$ cat src/rtl/voice_pkg.sv
// Shared types and defaults for the polyphony voice allocator.
// FSM states, pool sizing defaults, per-voice record and age helper.
package voice_pkg;

    localparam int NUM_KEYS_DEF   = 32;
    localparam int NUM_VOICES_DEF = 4;
    localparam int KEY_W_DEF      = 5;
    localparam int AGE_W_DEF      = 4;

    typedef enum logic [1:0] {
        S_IDLE,
        S_SCAN,
        S_DONE
    } state_t;

    typedef struct packed {
        logic [KEY_W_DEF-1:0] key;
        logic                 gate;
        logic [AGE_W_DEF-1:0] age;
    } voice_t;

    // Saturating age increment; a stuck-at-max voice stays the steal candidate.
    function automatic logic [AGE_W_DEF-1:0] age_inc(
        input logic [AGE_W_DEF-1:0] a
    );
        return (&a) ? a : a + AGE_W_DEF'(1);
    endfunction

endpackage

$ cat src/rtl/voice_pick.sv
// Combinational voice selector: lowest free voice and oldest voice.
// Ports: gates/ages in (ages flat, AGE_W per voice); free_found, free_idx, oldest_idx out.
module voice_pick
    import voice_pkg::*;
#(
    parameter int NUM_VOICES = NUM_VOICES_DEF,
    parameter int AGE_W      = AGE_W_DEF,
    parameter int IDX_W      = (NUM_VOICES > 1) ? $clog2(NUM_VOICES) : 1
) (
    input  logic [NUM_VOICES-1:0]       gates,
    input  logic [NUM_VOICES*AGE_W-1:0] ages,
    output logic                        free_found,
    output logic [IDX_W-1:0]            free_idx,
    output logic [IDX_W-1:0]            oldest_idx
);

    logic [AGE_W-1:0] best_age;

    // Descending walk so the lowest free index is the last one written.
    always_comb begin
        free_found = 1'b0;
        free_idx   = '0;
        for (int v = NUM_VOICES - 1; v >= 0; v--) begin
            if (!gates[v]) begin
                free_found = 1'b1;
                free_idx   = IDX_W'(v);
            end
        end
    end

    // Strict compare keeps ties on the lowest index.
    always_comb begin
        best_age   = ages[0 +: AGE_W];
        oldest_idx = '0;
        for (int v = 1; v < NUM_VOICES; v++) begin
            if (ages[v*AGE_W +: AGE_W] > best_age) begin
                best_age   = ages[v*AGE_W +: AGE_W];
                oldest_idx = IDX_W'(v);
            end
        end
    end

endmodule

$ cat src/rtl/voice_allocator.sv
// Polyphony scheduler: diffs key snapshots, assigns/releases synth voices.
// Ports: i_clk, i_rst (sync, high), i_key, i_scan_start in;
// o_busy, o_done, o_voice_key, o_voice_gate, o_voice_trig, o_drop out.
// Build option: VOICE_ALLOC_STEAL_EN steals the oldest voice when the pool is full;
// otherwise such presses are dropped and flagged on o_drop.
// KEY_W and AGE_W must match the widths carried in voice_t.
module voice_allocator
    import voice_pkg::*;
#(
    parameter int NUM_KEYS   = NUM_KEYS_DEF,
    parameter int NUM_VOICES = NUM_VOICES_DEF,
    parameter int KEY_W      = KEY_W_DEF,
    parameter int AGE_W      = AGE_W_DEF
) (
    input  logic                        i_clk,
    input  logic                        i_rst,
    input  logic [NUM_KEYS-1:0]         i_key,
    input  logic                        i_scan_start,
    output logic                        o_busy,
    output logic                        o_done,
    output logic [NUM_VOICES*KEY_W-1:0] o_voice_key,
    output logic [NUM_VOICES-1:0]       o_voice_gate,
    output logic [NUM_VOICES-1:0]       o_voice_trig,
    output logic                        o_drop
);

    localparam int VW = (NUM_VOICES > 1) ? $clog2(NUM_VOICES) : 1;

    state_t                  state;
    logic [NUM_KEYS-1:0]     key_prev;
    logic [NUM_KEYS-1:0]     key_snap;
    logic [KEY_W-1:0]        idx;
    voice_t                  voice_q [NUM_VOICES];
    logic [NUM_VOICES-1:0]   trig_acc;
    logic                    drop_acc;

    logic [NUM_VOICES-1:0]       gates;
    logic [NUM_VOICES*AGE_W-1:0] ages;
    logic                        free_found;
    logic [VW-1:0]               free_idx;
    logic [VW-1:0]               oldest_idx;

    logic                  press;
    logic                  release_k;
    logic                  assign_ok;
    logic                  drop_now;
    logic                  last;
    logic [VW-1:0]         target;
    logic [NUM_VOICES-1:0] trig_nxt;
    logic                  drop_nxt;

    always_comb begin
        gates       = '0;
        ages        = '0;
        o_voice_key = '0;
        for (int v = 0; v < NUM_VOICES; v++) begin
            gates[v]                     = voice_q[v].gate;
            ages[v*AGE_W +: AGE_W]       = voice_q[v].age;
            o_voice_key[v*KEY_W +: KEY_W] = voice_q[v].key;
        end
    end

    assign o_voice_gate = gates;
    assign o_busy       = (state != S_IDLE);

    voice_pick #(
        .NUM_VOICES (NUM_VOICES),
        .AGE_W      (AGE_W),
        .IDX_W      (VW)
    ) u_pick (
        .gates      (gates),
        .ages       (ages),
        .free_found (free_found),
        .free_idx   (free_idx),
        .oldest_idx (oldest_idx)
    );

    always_comb begin
        press     = (state == S_SCAN) && key_snap[idx] && !key_prev[idx];
        release_k = (state == S_SCAN) && !key_snap[idx] && key_prev[idx];
        target    = free_found ? free_idx : oldest_idx;
`ifdef VOICE_ALLOC_STEAL_EN
        assign_ok = press;
        drop_now  = 1'b0;
`else
        assign_ok = press && free_found;
        drop_now  = press && !free_found;
`endif
        trig_nxt  = trig_acc;
        if (assign_ok) begin
            trig_nxt = trig_acc | (NUM_VOICES'(1) << target);
        end
        drop_nxt  = drop_acc | drop_now;
        last      = (idx == KEY_W'(NUM_KEYS - 1));
    end

    always_ff @(posedge i_clk) begin
        if (i_rst) begin
            state        <= S_IDLE;
            key_prev     <= '0;
            key_snap     <= '0;
            idx          <= '0;
            trig_acc     <= '0;
            drop_acc     <= 1'b0;
            o_done       <= 1'b0;
            o_voice_trig <= '0;
            o_drop       <= 1'b0;
            for (int v = 0; v < NUM_VOICES; v++) begin
                voice_q[v] <= '0;
            end
        end else begin
            o_done       <= 1'b0;
            o_voice_trig <= '0;
            o_drop       <= 1'b0;
            unique case (state)
                S_IDLE: begin
                    if (i_scan_start) begin
                        key_snap <= i_key;
                        trig_acc <= '0;
                        drop_acc <= 1'b0;
                        idx      <= '0;
                        state    <= S_SCAN;
                    end
                end
                S_SCAN: begin
                    for (int v = 0; v < NUM_VOICES; v++) begin
                        // Key field is kept on release; only the gate drops.
                        if (release_k && voice_q[v].gate &&
                            voice_q[v].key == idx) begin
                            voice_q[v].gate <= 1'b0;
                        end
                        if (assign_ok) begin
                            if (VW'(v) == target) begin
                                voice_q[v].key  <= idx;
                                voice_q[v].gate <= 1'b1;
                                voice_q[v].age  <= '0;
                            end else if (voice_q[v].gate) begin
                                voice_q[v].age <= age_inc(voice_q[v].age);
                            end
                        end
                    end
                    trig_acc <= trig_nxt;
                    drop_acc <= drop_nxt;
                    if (last) begin
                        state        <= S_DONE;
                        o_done       <= 1'b1;
                        o_voice_trig <= trig_nxt;
                        o_drop       <= drop_nxt;
                    end else begin
                        idx <= idx + KEY_W'(1);
                    end
                end
                S_DONE: begin
                    // Dropped presses land in key_prev too and are not retried.
                    key_prev <= key_snap;
                    state    <= S_IDLE;
                end
                default: state <= S_IDLE;
            endcase
        end
    end

endmodule

$ cat config.mk
export PLATFORM = sky130hd
export DESIGN_NAME = voice_allocator
export DESIGN_NICKNAME = d
export VERILOG_FILES = /design/src/rtl/voice_pkg.sv /design/src/rtl/voice_pick.sv /design/src/rtl/voice_allocator.sv
export SDC_FILE = /design/constraint.sdc
export NUM_CORES = 1
export LEC_CHECK = 0
export CORE_MARGIN = 5
export CORE_UTILIZATION = 56
export DETAILED_ROUTE_END_ITERATION = 10
export PLACE_DENSITY = 0.85
export SETUP_SLACK_MARGIN = 0.5
export SKIP_CTS_REPAIR_TIMING = 1
export SLEW_MARGIN = 20
export SYNTH_ARGS = -nofsm -noshare
export SYNTH_HDL_FRONTEND = slang
export SYNTH_SLANG_ARGS = --single-unit
$ cat constraint.sdc
create_clock -name i_clk -period 4.8 [get_ports i_clk]
set_input_delay 0.72 -clock i_clk [delete_from_list [all_inputs] [get_ports i_clk]]
set_output_delay 0.72 -clock i_clk [all_outputs]
set_load 0.01 [all_outputs]
### After elaboration in Yosys (flattened, before gate mapping)

Memory sizes are Yosys's and may differ from the RTL's.
Index checks and enable logic that the tools add are counted.

| storage, ports and cells | value |
|---|---|
| register bits after elaboration | 82 |
| memory bits (writable) | 40 |
| output and inout bits | 31 |
| logic and storage cells | 204 |
| memories | 1 |

| cells by class | value |
|---|---|
| add/subtract/negate cells | 5 |
| order comparisons | 4 |
| equality and inequality tests | 13 |
| shifts and indexed selects | 1 |
| mux-type cells | 116 |
| bitwise gates (word level) | 24 |
| reductions and logical operators | 31 |

Memories:

| memory | words | width | rd ports | clocked after memory_dff | wr ports | line | RTL |
|---|---|---|---|---|---|---|---|
| voice_q | 4 | 10 | 4 | 0 | 4 | voice_allocator.sv:33 | `voice_t voice_q [NUM_VOICES];` |

Operators by type and width:

| kind | number |
|---|---|
| 2-to-1 mux 1 bit | 79 |
| 2-to-1 mux 4 bit | 16 |
| 2-to-1 mux 5 bit | 6 |
| OR 1 bit | 21 |
| == test 5 bit | 4 |
| 2-to-1 mux 2 bit | 9 |
| adder 4 x 1 -> 4 bit (second input constant) | 4 |
| AND reduction 4 bit | 4 |
| logical AND 1 bit | 14 |
| > comparator 4 bit | 3 |
| binary-select mux 1 bit (select 5 bit) | 2 |
| one-hot mux 5 bit (2 select lines) | 1 |
| one-hot mux 4 bit (2 select lines) | 1 |
| < comparator 5 x 6 -> 1 bit (second input constant) | 1 |
| inequality test 2 bit (second input constant) | 3 |
| AND reduction 2 bit | 3 |
| adder 5 x 1 -> 5 bit (second input constant) | 1 |
| == test 5 bit (second input constant) | 1 |
| == test 2 bit (first input constant) | 2 |
| logical NOT 2 bit | 2 |
| OR 4 bit | 1 |
| one-hot mux 2 bit (2 select lines) | 1 |
| nonzero test 2 bit | 2 |
| left shift 1 x 2 -> 4 bit (first input constant) | 1 |
| other kinds (9) | 12 |

### Longest topological paths before layout

Gate-level depths: netlist (run 1).
An unclocked memory read counts as a cell.

| logic depth | value |
|---|---|
| word-level depth | 16 |
| gate-level depth with buffers | 10 |

### Hierarchy

From an unflattened synthesis (run 1), not the netlist that was laid out.

| unflattened totals | value |
|---|---|
| cells, all modules | 673 |
| area total of the unflattened synthesis | 6135.9 sq um |

By module, submodules not included:

| module | instances | cells each | area each (sq um) |
|---|---|---|---|
| voice_allocator | 1 | 621 | 5710.5 |
| voice_pick | 1 | 52 | 425.4 |

### Least setup slack after synthesis (run 1)

No wires, ideal clock.

| timing | value |
|---|---|
| kind | flip-flop to flip-flop |
| start | register idx[1] |
| end | memory voice_q[1][4] (netlist name), enable pin |
| setup time | 0.294 ns |
| arrival | 2.385 ns |
| data required time | 4.506 ns |
| path slack | 2.121 ns |
| stages on the path, launching flop included | 8 |
| buffers on the path | 2 |
| cell sequence | dfxtp_1 > buf_6 > mux4_2 > a311oi_2 > a32oi_4 > buf_6 > o41ai_4 > a41o_1 |

RTL lines:

| what | line | RTL |
|---|---|---|
| start, declared | voice_allocator.sv:32 | `logic [KEY_W-1:0] idx;` |
| start signal, assigned | voice_allocator.sv:150 | `idx <= idx + KEY_W'(1);` |
| end, declared | voice_allocator.sv:33 |  |

==> summary.md, run 1 <==
| Metric | Value |
|---|---|
| Status | complete, no violations |
| Initial antenna violation count | 0 |
| RSZ-0062 raised after global routing | false |
| Die ar. | 10600 um2 |
| Top cell type's share of synthesized area | 34.1% |
| WL met2 | 5410 um |
| Top-count cell post-synth | nand2_1 |
| Post-DP HPWL | ~7200 um |
| Max layer used | met4 |
| Top_reg_cell synth | dfxtp_1 |
| Ranking of synthesized cells by area | dfxtp_1 (34%), edfxtp_1 (15%), nand2_1 (10%), a21oi_1 (6.8%), and2_1 (3.5%) |
| Remaining Overflow, GRT | 0 |
| Final hold violation count | 0 |
| Die X | just over 100 um |
| Vias | approximately 3700 |
| Final setup fails | 0 |
| WS Path Type | flip-flop to flip-flop |
| Drt wl/cell | 16.4 um |
| Core Area | 8300 um2 |
| CP Capture Type | flip-flop |
| CTS tree | done |
| Fin nets | 579 |
| Pwr Density | 304 nW/um2 |
| Synthesized instance count | 500 |
| Final TNS setup | 0 ns |
| GPL Wtd Cong | approximately 0.8 |
| CP Launch Type | flip-flop |
| Total of max-cap violations | 0 |
| Via density | 5.69 |
| FP Rows | 33 |
| Starting DRT DRC Count | 288 |
| N_diodes | 0 |
| Mean Syn Cell Area | 9.64 um2 |
| Total Power | approximately 1.7 mW |
| Worst VDD drop | between 200 and 250 uV |
| Post-DRT Antenna Nets | 0 |
| Largest net degree at the start of global routing | 78 |
| # IOs | 66 |
| Crit path required time | 4.89 ns |
| Worst slew pin tran | approximately 1.1 ns |
| Vias in the first global route | 3638 |
| Worst Hold Class | flip-flop to flip-flop |
| # fillers | 600 |
| Yosys cell types | 52 |
| Syn-to-layout area delta | 18.1% |
| Slew Limit Fails | 0 |
| Met3 Wirelength | 555 um |
| Clk sinks | between 100 and 150 |
| Post-Synthesis Cell Area | around 4800 um2 |
| Die height | 103 um |
| Hold Slack | 0.456 ns |
| Yosys synthesis warning count | 0 |
| Yosys reg bits | ~110 |
| Finished Layout Cells | 652 |
| Layout cells sized above 1 | 8.23% |
| Share of the yosys chip area belonging to registers | 49.0% |
| Num CTS Buffers | 9 |
| Clock Tree Buf Depth | 2 |
| H-tree depth | 3 |
| CP Data Arrival Time | approximately 3.3 ns |
| Pleak | around 2.1 nW |
| Syn nets | 537 |
| Initial Utilization | between 50% and 60% |
| Placed cell count | 636 |
| Clock root buffer master | clkbuf_8 |
| First-pass GRT wire length | 17700 um |
| Drt drc | 0 |
| Period utilization | 67.1% |
| Tmin final | 3.22 ns |
| Port Buf Inserts | 65 |
| Routed wire length | between 10000 and 15000 um |
| DRT Pass-1 Iters | 5 |
| All-Layer GR Usage | 21.3% |
| EDFF count, synth | 24 |
| Reg clk slew, reported paths | 0.10 ns |
| Async SR Flop Fraction | 0% |
| Synth area leader | dfxtp_1 |
| Slew Limit Headroom | 28.8% |
| Maximum clock frequency | between 0.3 and 0.4 GHz |
| Synth top cells by count | nand2_1 (132), dfxtp_1 (82), a21oi_1 (65), and2_1 (27), edfxtp_1 (24) |
| Worst-skew pair later-pin latency | 0.36 ns |
| Worst Path Max Fanout | 20 |
| Clock skew | 0.0123 ns |
| Met1 wire length | 4510 um |
worst max-delay path: stages, from the launching register on:
cell and delay, ns:
dfxtp_1 0.89, buf_4 0.32, mux2i_1 0.25, nor4b_1 0.09
a311oi_2 0.39, a32oi_4 0.23, o41ai_4 0.61, a41o_1 0.16
cell usage in the layout, fill, tap and decap left out, types with 2 or more instances in the layout:
cell	Yosys	routed
a21o_1	6	6
nand3_1	2	2
a21oi_1	65	65
clkdlybuf4s50_1	0	64
nand2b_1	4	3
nand2_1	132	132
nor4_1	6	6
and2_1	27	27
nand4_1	2	2
xnor2_1	3	3
nor4_4	4	4
mux4_1	6	6
inv_1	4	4
a41o_1	2	2
and3_1	5	5
inv_6	0	3
mux2_2	3	3
bufinv_16	0	2
mux2i_1	9	9
clkbuf_8	0	9
nor2b_1	3	2
o22a_1	2	2
edfxtp_1	24	24
o41ai_4	2	2
dfxtp_1	82	81
mux4_2	5	5
nor2_1	12	12
buf_4	0	5
o21a_1	5	5
ha_1	2	2
a22oi_1	2	2
nor3_1	3	3
xor2_1	19	19
layout make-up:
| cell class | count | area (um2) | area share (%) |
|---|---|---|---|
| clock buffers | 9 | 124 | 2.18 |
| clock inverters | 7 | 96.3 | 1.69 |
| inverters | 4 | 15.0 | 0.264 |
| multi-input cells | 351 | 2280 | 40.0 |
| flip-flops and latches | 106 | 2360 | 41.5 |
| well taps | 105 | 131 | 2.31 |
| repair buffers | 70 | 683 | 12.0 |
metrics by stage:
step	setup WS, ns	instance area, um2	util [%]
after floorplan	2.12	4820	-
after global placement	1.45	5460	65.8
after detailed placement	1.37	5470	65.9
after CTS	1.34	5690	68.5
after global routing	1.42	5690	68.6
final	1.58	5690	68.6
path summary, 6_finish.rpt:
| kind | cells after the start | slack, ns | to | start |
|---|---|---|---|---|
| setup reg to reg | 7 | 1.58 | voice_q[1][4] | idx[2] |
| setup / recovery | 7 | 1.58 | voice_q[1][4] | idx[2] |
| hold / removal | 1 | 0.46 | trig_acc[1] | trig_acc[1] |
| hold reg to reg | 1 | 0.46 | trig_acc[1] | trig_acc[1] |
cell families after synthesis:
group                      Yosys count  synth area share [%]
xor gates and xnor gates            22                  4.00
muxes                               23                  8.18
adders and majority gates            2                 0.519
and+or+nand+nor                    207                  20.7
buffers and inverters               43                  3.92
DFF                                106                  49.0
AOI/OAI and AO/OA                   97                  13.6
sequential cells by signal (all words and copies together) (netlist names):
| register | flops |
|---|---|
| idx | 5 |
| voice_q | 24 |
| o_done | 1 |
| o_voice_trig | 4 |
| key_prev | 32 |
| trig_acc | 4 |
| drop_acc | 1 |
| key_snap | 32 |
| o_drop | 1 |
| state | 2 |
routing by layer:
metal	GRT usage [%]	vias up
li1	-	1805
met1	27.1	1769
met2	37.1	117
met3	3.32	16
met4	7.47	0
met5	0	-
where the power goes:
part           switching, mW  internal (mW)
logic                 0.0836         0.0767
registers             0.0281          0.937
clock network          0.306          0.298
total                  0.418           1.31
Power figures use the tool's default switching activity.
==> run 2, diff against run 1 <==
CORE_UTILIZATION = 49   (was 56)
PLACE_DENSITY = 0.79   (was 0.85)
clock period = 2.9 ns   (was 4.8 ns; I/O delays follow)
==> run 2 against run 1 <==
Against the previous run: total power is 63% higher; routed wire length rose by 8.4%; sequential power increased by 65%; clock power rose by 49%; utilization is 5.9 points lower; sequential share of layout area down 2.5 points; clock skew is 0.0052 ns higher; non-clock buffer count increased by 26; first-iteration DRC count rose by 3.5%; critical path depth up 3; count of clock-buffer cells in the layout grew 4; register-to-register slack worse by 1.2 ns; critical path type unchanged; largest power group unchanged.
==> summary.md, run 2 (same netlist as run 1, synthesis figures left out) <==
| Metric | Value |
|---|---|
| Footprint of the multi-input gates | 2380 um2 |
| Max stage delay on crit path | 0.49 ns |
| N_diodes | 0 |
| Clock skew | 0.0175 ns |
| Initial Utilization | between 40% and 50% |
| Tmin final | 2.56 ns |
| Layout cells sized above 1 | between 10% and 20% |
| Starting DRT DRC Count | 298 |
| R2r setup slk | approximately 0.34 ns |
| Worst VDD drop | 236 uV |
| Status | complete, no violations |
| All-Layer GR Usage | 18.5% |
| Vias | around 3900 |
| WS Path Type | flip-flop to flip-flop |
| Met3 Use GR | 3.37% |
| Maximum clock frequency | 0.391 GHz |
| Slew Limit Fails | 0 |
| M2 GR Usage | 30.2% |
| Commonest non-fill, non-tap cell in the layout | nand2_1 |
| Routed wire length | between 10000 and 15000 um |
| Total Power | about 2.8 mW |
| FP Rows | 36 |
| Syn-to-layout area delta | 25.9% |
| Port Buf Inserts | 65 |
| H-tree depth | 3 |
| Worst Hold Class | flip-flop to flip-flop |
| First-pass GRT wire length | approximately 17000 um |
| Final TNS setup | 0 ns |
| Largest net degree at the start of global routing | 72 |
| CP Launch Type | flip-flop |
| Drt drc | 0 |
| Core Area | 9680 um2 |
| DRT Pass-1 Iters | 5 |
| Final setup fails | 0 |
| Post-DP HPWL | 7230 um |
| CP Capture Type | flip-flop |
| GPL Wtd Cong | 0.821 |
| # IOs | between 60 and 70 |
| Commonest cells after routing, fill and taps aside | nand2_1 (131), dfxtp_1 (79), a21oi_1 (65) |
| Drt wl/cell | 16.3 um |
| Buf+Inv Stages, Crit Path | 4 |
| CP cell instances | buf_6 > buf_6 > mux4_2 > mux2i_2 > o2111ai_2 > o21ai_4 > buf_12 > o41ai_4 > buf_4 > a41o_1 |
| Kind of cell adding the most delay to the critical path | multiplexers |
| Reg area | approximately 2400 um2 |
| Period utilization | 88.2% |
| Pleak | about 2.2 nW |
| Via density | about 5.5 |
| Placed cell count | 672 |
| Fin nets | just over 600 |
| # fillers | about 790 |
| Clock Tree Buf Depth | 2 |
| Largest regs | key_prev: 32 flops, key_snap: 32 flops, voice_q: 24 flops |
| Die ar. | 11900 um2 |
| Pwr Density | about 460 nW/um2 |
| Die height | around 110 um |
| CTS tree | done |
| Clk sinks | 106 |
| Clock root buffer master | clkbuf_8 |
| Initial antenna violation count | 0 |
| Worst Path Max Fanout | 8 |
| Most used cell, CP | buf_6 |
| Final hold violation count | 0 |
| Crit path required time | 3.04 ns |
| Worst slew pin tran | 0.743 ns |
| Vias in the first global route | between 3000 and 4000 |
| GR peak layer | met2 |
| Total of max-cap violations | 0 |
| Post-DRT Antenna Nets | 0 |
| RSZ-0062 raised after global routing | true |
| Die X | 109 um |
| Num CTS Buffers | 9 |
| Crit-path slowest cell | mux4_2 |
| Remaining Overflow, GRT | 0 |
| Reg clk slew, reported paths | 0.10 ns |
| Finished Layout Cells | a little over 700 |
| M1 GR Usage | 24.5% |
| Worst-skew pair later-pin latency | 0.36 ns |
| Final Util | between 60% and 70% |
| Slew Limit Headroom | 50.5% |
| CP Data Arrival Time | 2.70 ns |
## run 2: where the power goes
part | total (mW) | switching, mW | leakage (nW) | internal (mW)
sequential | 1.59 | 0.0431 | 0.916 | 1.55
combinational | 0.326 | 0.163 | 1.21 | 0.163
clock | 0.901 | 0.483 | 0.104 | 0.419
## run 2: final timing paths
kind	start	endpoint	cells after the start
worst max-delay path	idx[1]	voice_q[0][4]	10
worst min-delay path	trig_acc[0]	trig_acc[0]	1
worst max register to register	idx[1]	voice_q[0][4]	10
worst min register to register	trig_acc[0]	trig_acc[0]	1
## run 2: worst register-to-register path: stages (launching register included)
cell	delay, ns
dfxtp_4	0.44
buf_6	0.16
buf_6	0.10
mux4_2	0.49
mux2i_2	0.20
o2111ai_2	0.21
o21ai_4	0.12
buf_12	0.15
o41ai_4	0.08
buf_4	0.18
a41o_1	0.21
## run 2: through the flow
stage / hold WS, ns / setup WS, ns / instance area, um2
final: 0.452 / 0.342 / 6070
after global routing: 0.477 / 0.281 / 6070
after CTS: 0.456 / 0.0648 / 5760
after detailed placement: 0.432 / 0.0867 / 5560
after global placement: 0.426 / 0.144 / 5560
after floorplan: 0.418 / 0.386 / 4830
## run 2: cell type report
cell class              count  share of cell area, %
multi-input cells         352                   39.2
inverters                   4                  0.247
flip-flops and latches    106                   39.1
repair buffers             96                   15.4
clock inverters             3                  0.309
well taps                 133                   2.74
clock buffers              13                   2.99
## run 2: per-layer routing
layer / routed length [um] / up-vias
li1: - / 1858
met1: 4940 / 1824
met2: 5660 / 154
met3: 759 / 19
met4: 195 / 0
met5: 0 / -
==> run 3, diff against run 2 <==
CTS_CLUSTER_DIAMETER = 120   (was not set)
==> results of run 3 <==
Final layout, timing and power as in run 2 (identical DEF).
